`src/rtl/mac_pkg.sv`:
```
// Shared types and constants for the multiply-accumulate back end.
package mac_pkg;

  typedef enum logic [1:0] {
    StIdle,
    StAccum,
    StDone
  } mac_state_e;

  function automatic int unsigned acc_width(input int unsigned n, input int unsigned guard);
    return 2 * n + guard;
  endfunction

  localparam int unsigned ACC_W = acc_width(16, 8);

  // Saturation bounds for the default accumulator width.
  localparam logic [ACC_W-1:0] ACC_MAX = {1'b0, {(ACC_W - 1) {1'b1}}};
  localparam logic [ACC_W-1:0] ACC_MIN = {1'b1, {(ACC_W - 1) {1'b0}}};

endpackage

```
`src/rtl/mac_sat_add.sv`:
```
// Combinational two's-complement adder with signed-overflow detect.
// MAC_SATURATE_EN clamps the sum to the signed range instead of wrapping.
module mac_sat_add
  import mac_pkg::*;
#(
  parameter int unsigned Width = ACC_W
) (
  input  logic signed [Width-1:0] a_i,
  input  logic signed [Width-1:0] b_i,
  output logic signed [Width-1:0] sum_o,
  output logic                    ovf_o
);

  logic signed [Width-1:0] raw;

  always_comb begin
    raw   = a_i + b_i;
    ovf_o = (a_i[Width-1] == b_i[Width-1]) && (raw[Width-1] != a_i[Width-1]);
  end

`ifdef MAC_SATURATE_EN
  localparam logic [Width-1:0] SatMax = {1'b0, {(Width - 1) {1'b1}}};
  localparam logic [Width-1:0] SatMin = {1'b1, {(Width - 1) {1'b0}}};

  // Overflow direction follows the common operand sign.
  always_comb begin
    sum_o = raw;
    if (ovf_o) begin
      sum_o = a_i[Width-1] ? SatMin : SatMax;
    end
  end
`else
  assign sum_o = raw;
`endif

endmodule

```
`src/rtl/mac_accumulator.sv`:
```
// Streaming MAC back end: sums len signed products, presents result on a held handshake.
// Build option MAC_SATURATE_EN selects clamping instead of wrapping on overflow.
module mac_accumulator
  import mac_pkg::*;
#(
  parameter int unsigned N     = 16,
  parameter int unsigned GUARD = 8,
  parameter int unsigned LEN_W = 8
) (
  input  logic                                   clk_i,
  input  logic                                   rst_ni,
  input  logic                                   start_i,
  input  logic [LEN_W-1:0]                       len_i,
  input  logic                                   in_valid_i,
  output logic                                   in_ready_o,
  input  logic signed [2*N-1:0]                  product_i,
  output logic                                   out_valid_o,
  input  logic                                   out_ready_i,
  output logic signed [acc_width(N, GUARD)-1:0]  result_o,
  output logic                                   busy_o,
  output logic                                   ovf_o
);

  localparam int unsigned AccW = acc_width(N, GUARD);

  mac_state_e              state_q, state_d;
  logic [LEN_W-1:0]        count_q, count_d;
  logic signed [AccW-1:0]  acc_q, acc_d;
  logic signed [AccW-1:0]  result_q, result_d;
  logic                    ovf_q, ovf_d;

  logic signed [AccW-1:0]  prod_ext;
  logic signed [AccW-1:0]  sum;
  logic                    add_ovf;

  assign prod_ext = AccW'(product_i);

  mac_sat_add #(
    .Width(AccW)
  ) u_add (
    .a_i  (acc_q),
    .b_i  (prod_ext),
    .sum_o(sum),
    .ovf_o(add_ovf)
  );

  always_comb begin
    state_d     = state_q;
    count_d     = count_q;
    acc_d       = acc_q;
    result_d    = result_q;
    ovf_d       = ovf_q;
    in_ready_o  = 1'b0;
    out_valid_o = 1'b0;
    unique case (state_q)
      StIdle: begin
        if (start_i) begin
          count_d = len_i;
          acc_d   = '0;
          ovf_d   = 1'b0;
          if (len_i == '0) begin
            result_d = '0;
            state_d  = StDone;
          end else begin
            state_d = StAccum;
          end
        end
      end
      StAccum: begin
        in_ready_o = 1'b1;
        if (in_valid_i) begin
          acc_d   = sum;
          count_d = count_q - LEN_W'(1);
          ovf_d   = ovf_q | add_ovf;
          if (count_q == LEN_W'(1)) begin
            result_d = sum;
            state_d  = StDone;
          end
        end
      end
      StDone: begin
        out_valid_o = 1'b1;
        if (out_ready_i) begin
          state_d = StIdle;
        end
      end
      default: state_d = StIdle;
    endcase
  end

  always_ff @(posedge clk_i or negedge rst_ni) begin
    if (!rst_ni) begin
      state_q  <= StIdle;
      count_q  <= '0;
      acc_q    <= '0;
      result_q <= '0;
      ovf_q    <= 1'b0;
    end else begin
      state_q  <= state_d;
      count_q  <= count_d;
      acc_q    <= acc_d;
      result_q <= result_d;
      ovf_q    <= ovf_d;
    end
  end

  assign result_o = result_q;
  assign ovf_o    = ovf_q;
  assign busy_o   = (state_q != StIdle);

endmodule
```
`config.mk`:
```
export PLATFORM = sky130hd
export DESIGN_NAME = mac_accumulator
export DESIGN_NICKNAME = d
export VERILOG_FILES = /design/src/rtl/mac_pkg.sv /design/src/rtl/mac_sat_add.sv /design/src/rtl/mac_accumulator.sv
export SDC_FILE = /design/constraint.sdc
export NUM_CORES = 1
export LEC_CHECK = 0
export ABC_AREA = 1
export CAP_MARGIN = 40
export CORE_MARGIN = 5
export CORE_UTILIZATION = 35
export DETAILED_ROUTE_END_ITERATION = 8
export GPL_ROUTABILITY_DRIVEN = 1
export SYNTH_ARGS = -nofsm -noshare
export SYNTH_HDL_FRONTEND = slang
export SYNTH_HIERARCHICAL = 1
export SYNTH_SLANG_ARGS = --single-unit
```
`constraint.sdc`:
```
create_clock -name clk_i -period 3.71 [get_ports clk_i]
set_input_delay 0.742 -clock clk_i [delete_from_list [all_inputs] [get_ports clk_i]]
set_output_delay 0.742 -clock clk_i [all_outputs]
set_load 0.02 [all_outputs]
```
# Word level (Yosys, flattened, before mapping)
# Index checks and enable logic that the tools add are counted.
[totals]
ff_bits = 91
wordCells = 48
output_inout_bits = 44
[op_classes]
n_reduce_logical = 8
eq_ne = 10
n_mux = 22
n_bitwise = 1
add_sub_neg = 2
[ops]
columns = ["cell", "n"]
rows = [
  ["two-way mux 40 bit", 6],
  ["case mux 40 bit (2 select lines)", 2],
  ["adder 40 x 32 -> 40 bit", 1],
  ["two-way mux 8 bit", 2],
  ["case mux 8 bit (2 select lines)", 1],
  ["two-way mux 2 bit", 5],
  ["inequality test 2 bit, second input constant", 5],
  ["equality test 8 x 1 -> 1 bit, second input constant", 1],
  ["zero test 8 bit", 1],
  ["subtractor 8 x 1 -> 8 bit, second input constant", 1],
  ["case mux 2 bit (3 select lines)", 1],
  ["AND reduction 5 bit", 1],
  ["two-way mux 1 bit", 4],
  ["AND reduction 4 bit", 1],
  ["nonzero test 2 bit", 2],
  ["AND reduction 3 bit", 1],
  ["equality test 2 x 1 -> 1 bit, second input constant", 1],
  ["equality test 2 bit, second input constant", 1],
  ["zero test 2 bit", 1],
  ["case mux 1 bit (2 select lines)", 1],
  ["equality test 1 bit", 1],
  ["logical AND 1 bit", 1],
  ["inequality test 1 bit", 1],
  ["OR 1 bit", 1],
]

# Depth between registers and ports, before layout
[logic_depth]
ltp_word = 6
ltp_mapped = 17
mapped_depth_nobuf = 17

# Modules after synthesis
# Netlist, hierarchy kept.
[by_module_without_submodules]
columns = ["module", "area_each_um2", "cells_each", "n_inst"]
rows = [
  ["mac_accumulator", 4236.6, 553, 1],
  ["mac_sat_add", 3026.7, 616, 1],
]

# Worst setup path before layout
# No wires, ideal clock.
[synth_timing]
path_kind = "input -> register"
from = "input port product_i[0]"
to = "register result_q[38] (netlist: result_o[38])"
stages = 15
setup_slack_ns = 1.224
setup_ns = 0.067
arrival_ns = 2.419
path_buffers = 0
cell_sequence = "ha_1 -> fa_1 -> nand3_1 -> nand3_1 -> nand2_1 -> nand2_1 -> nand2_1 -> nand3_2 -> nand2_1 -> nand3_1 -> nand2_1 -> inv_1 -> nor2_1 -> nand4_1 -> nand2_1"
[synth_via]
elab_chain_cells = 4
[synth_lines]
columns = ["element", "line_no", "rtl"]
rows = [
  ["start: declaration", "mac_accumulator.sv:16", "input logic signed [2*N-1:0] product_i,"],
  ["adder 40 x 32 -> 40 bit", "mac_sat_add.sv:17", "raw = a_i + b_i;"],
  ["net sum[38]", "mac_accumulator.sv:33", "logic signed [AccW-1:0] sum;"],
  ["two-way mux 40 bit", "mac_accumulator.sv:75", "if (count_q == LEN_W'(1)) begin"],
  ["two-way mux 40 bit", "mac_accumulator.sv:71", "if (in_valid_i) begin"],
  ["case mux 40 bit (2 select lines)", "mac_accumulator.sv:55", "unique case (state_q)"],
  ["end signal: assignment", "mac_accumulator.sv:102", "result_q <= result_d;"],
  ["end: declaration", "mac_accumulator.sv:29", "logic signed [AccW-1:0] result_q, result_d;"],
]
# The timed path passes the listed nets, and every way through them passes these cells. The select of a mux whose other input is x is not followed.
# A chain may end at the register's enable or synchronous reset.

# Worst setup path in the final report
# Same ends and word-level chain as after synthesis.

==> impl_results.md <==
* Largest net degree at the start of global routing at 85
* Drt wl/cell at 13.8 um
* Worst path required time at around 4 ns
* Area growth, synth to finish at 20.2%
* Synthesized net count at 1256
* CTS root buf: clkbuf_16
* Pre-CTS setup slack at 0.349 ns
* Mapped Area at 7260 sq um
* Post-route ant nets at 0
* Final Setup Violations at 0
* HPWL Detailed at 16.0 mm
* Top cell type's share of synthesized area at between 30% and 40%
* Outcome: completed
* Crit path launch type: input pin
* Crit path largest cell delay at 0.44 ns
* Fin util at 42.9%
* MaxCap Viol Count at 0
* Post-layout nets at 1333
* Minimum clock period at 3.00 ns
* Inserted Clock Buffers at 9
* Setup repair bufs after CTS at 0
* Via count at 7059
* Power per standard cell area at about 940 nW/um^2
* Setup Crit Path Kind: in2reg
* CP max FO at 5
* Final wirelength at around 21 mm
* Via density at 4.64
* Main synth FF type: dfrtp_1
* Remaining DRCs at 0
* Synth async-reset ratio at 100%
* Vias in the first global route at 6801
* Top cells by area, synth: dfrtp_1 (31%), nand2_1 (25%), inv_1 (9.5%), ha_1 (7.1%), nor2_1 (6.0%)
* Final period util at 80.8%
* Placer Congestion at 0.906
* Post-synth EDFFs at 0
* Iter 0 DRT Violations at 490
* Mapped Cells at around 1200
* Rel. slew slack at between 50% and 60%
* Worst Reg-to-Reg Cells at 15
* Buffers added on ports at 88
* Syn. warnings at 6
* Hold Crit Class: in2async
* Num ports at between 80 and 90
* Critical path, cell by cell: clkdlybuf4s50_1 > ha_1 > fa_1 > nand3_1 > nand3_1 > nand2_1 > nand2_1 > nand2_1 > nand3_2 > nand2_1 > nand3_1 > nand2_1 > inv_1 > nor2_1 > nand4_1 > nand2_1
* Reg clk slew, reported paths at around 0.07 ns
* Final worst slack at between 0.7 and 0.8 ns
* Post-cts gate resize count at 0
* Worst slew pin tran at 0.641 ns
* Grt ovf at 0
* Slew Viols, Final at 0
* Crit path top cell by count: nand2_1
* Slowest CP cell: fa_1
* Max VDD drop at between 0.5 and 0.6 mV
* Reg-to-reg setup timing slack at roughly 1.1 ns
* Die H at 154 um
* CTS max path bufs at 2
* Worst-Skew Late Latency at 0.36 ns
* RSZ-0062 raised after global routing: false
* Synth cell count leaders: nand2_1 (487), inv_1 (183), nor2_1 (117)
* Initial Util at 35.7%
* Post-synthesis sequential area ratio at 31.4%
* Gr usage total at 18.0%
* Avg Inst Size Synth at 6.21 sq um
* Fin. Hold Viols at 0
* Die width at 154 um
* First-pass detailed-route iteration total at 5
* Cell taking the most area after synthesis: dfrtp_1
* CORE AREA at 20400 sq um
* Placed Instances at 1505
* Max Clk Rate at 334 MHz
* Antenna diodes at 0
* Clock Sinks at 91
* Hold buffer count at CTS at 0
* Global-route wire length before repair at between 30 and 40 mm
* Die area at roughly 24000 sq um
* Count leader, synth: nand2_1
* Setup TNS at 0 ns
* CP arrival at 3.30 ns
* Site Rows at 52
* Antenna violations before repair at 0
* Number of synthesized register bits at 91
* Share of cells above drive strength 1 at approximately 5.0%
* CTS tree: done
* Final Skew at 0.0143 ns
* Leakage at between 4 and 5 nW
* Non-filler cells, final at 1521
* Post-synth cell types at 34
* Htree depth at 3
* CP Capture Type: flip-flop
flip-flops by register name (all words and copies together) (netlist names):
register	cells
acc_q	40
ovf_o	1
count_q	8
result_o	40
state_q	2
metal layers:
layer,vias up,track usage [%],part of all wire (%)
li1,3739,-,-
met1,3150,26.1,52
met2,157,28.4,43
met3,13,2.36,3.9
met4,0,4.33,1.1
met5,-,0,0
cell usage in the layout, fill, tap and decap left out, types with 3 or more instances in the layout:
cell type,Yosys,layout
a21oi_1,31,31
a31oi_1,5,5
buf_4,1,9
clkbuf_16,0,9
clkdlybuf4s50_1,0,87
clkinvlp_4,0,3
dfrtp_1,91,91
ha_1,41,41
inv_1,183,183
inv_2,3,3
nand2_1,487,487
nand2_2,12,12
nand3_1,32,32
nand3_2,8,8
nand4_1,41,41
nor2_1,117,117
nor2_2,6,6
nor2_4,3,3
nor3_1,12,12
o21ai_0,26,26
xnor2_1,5,5
xor2_1,18,18
layout make-up:
class / count / area, sq um
sequential: 91 / 2280
multi-input combinational: 860 / 4150
timing repair buffer: 98 / 978
tap: 270 / 338
fill: 2215 / 11600
clock inverter: 5 / 36.3
clock buffer: 11 / 253
inverter: 186 / 698
cells by family (layout without fill, tap and decap cells):
group,Yosys count,after routing,synth area share [%]
adders and majority gates,42,42,7.34
xor gates and xnor gates,23,23,2.77
and+or+nand+nor,725,725,41.7
DFF,91,91,31.4
AOI/OAI and AO/OA,70,70,5.12
buffers and inverters,218,300,11.7
stage by stage:
step	hold slack, ns	power [mW]	cell area (sq um)
after global routing	0.448	9.10	8730
after floorplan	0.446	5.69	7260
after global placement	0.454	7.29	8440
after detailed placement	0.457	7.30	8440
final	0.389	8.19	8730
after CTS	0.415	8.27	8730
power by group:
group	switching, mW	internal [mW]
combinational	3.62	1.90
sequential	0.290	1.46
clock	0.425	0.493
path summary, 6_finish.rpt:
check                        startpoint           end
min in group clk_i         result_o[27]  result_o[27]
min reg2reg                result_o[27]  result_o[27]
min                              rst_ni  result_o[37]
max                        product_i[0]  result_o[38]
max reg2reg                    acc_q[0]  result_o[38]
max in group asynchronous        rst_ni     acc_q[14]
worst max-delay path, delay by kind of cell:
kind                       cells  cell delay [ns]
and+or+nand+nor               12             1.40
adders and majority gates      2             0.68
buffers and inverters          2             0.47
Note: power is estimated with default switching activity, not from simulation.
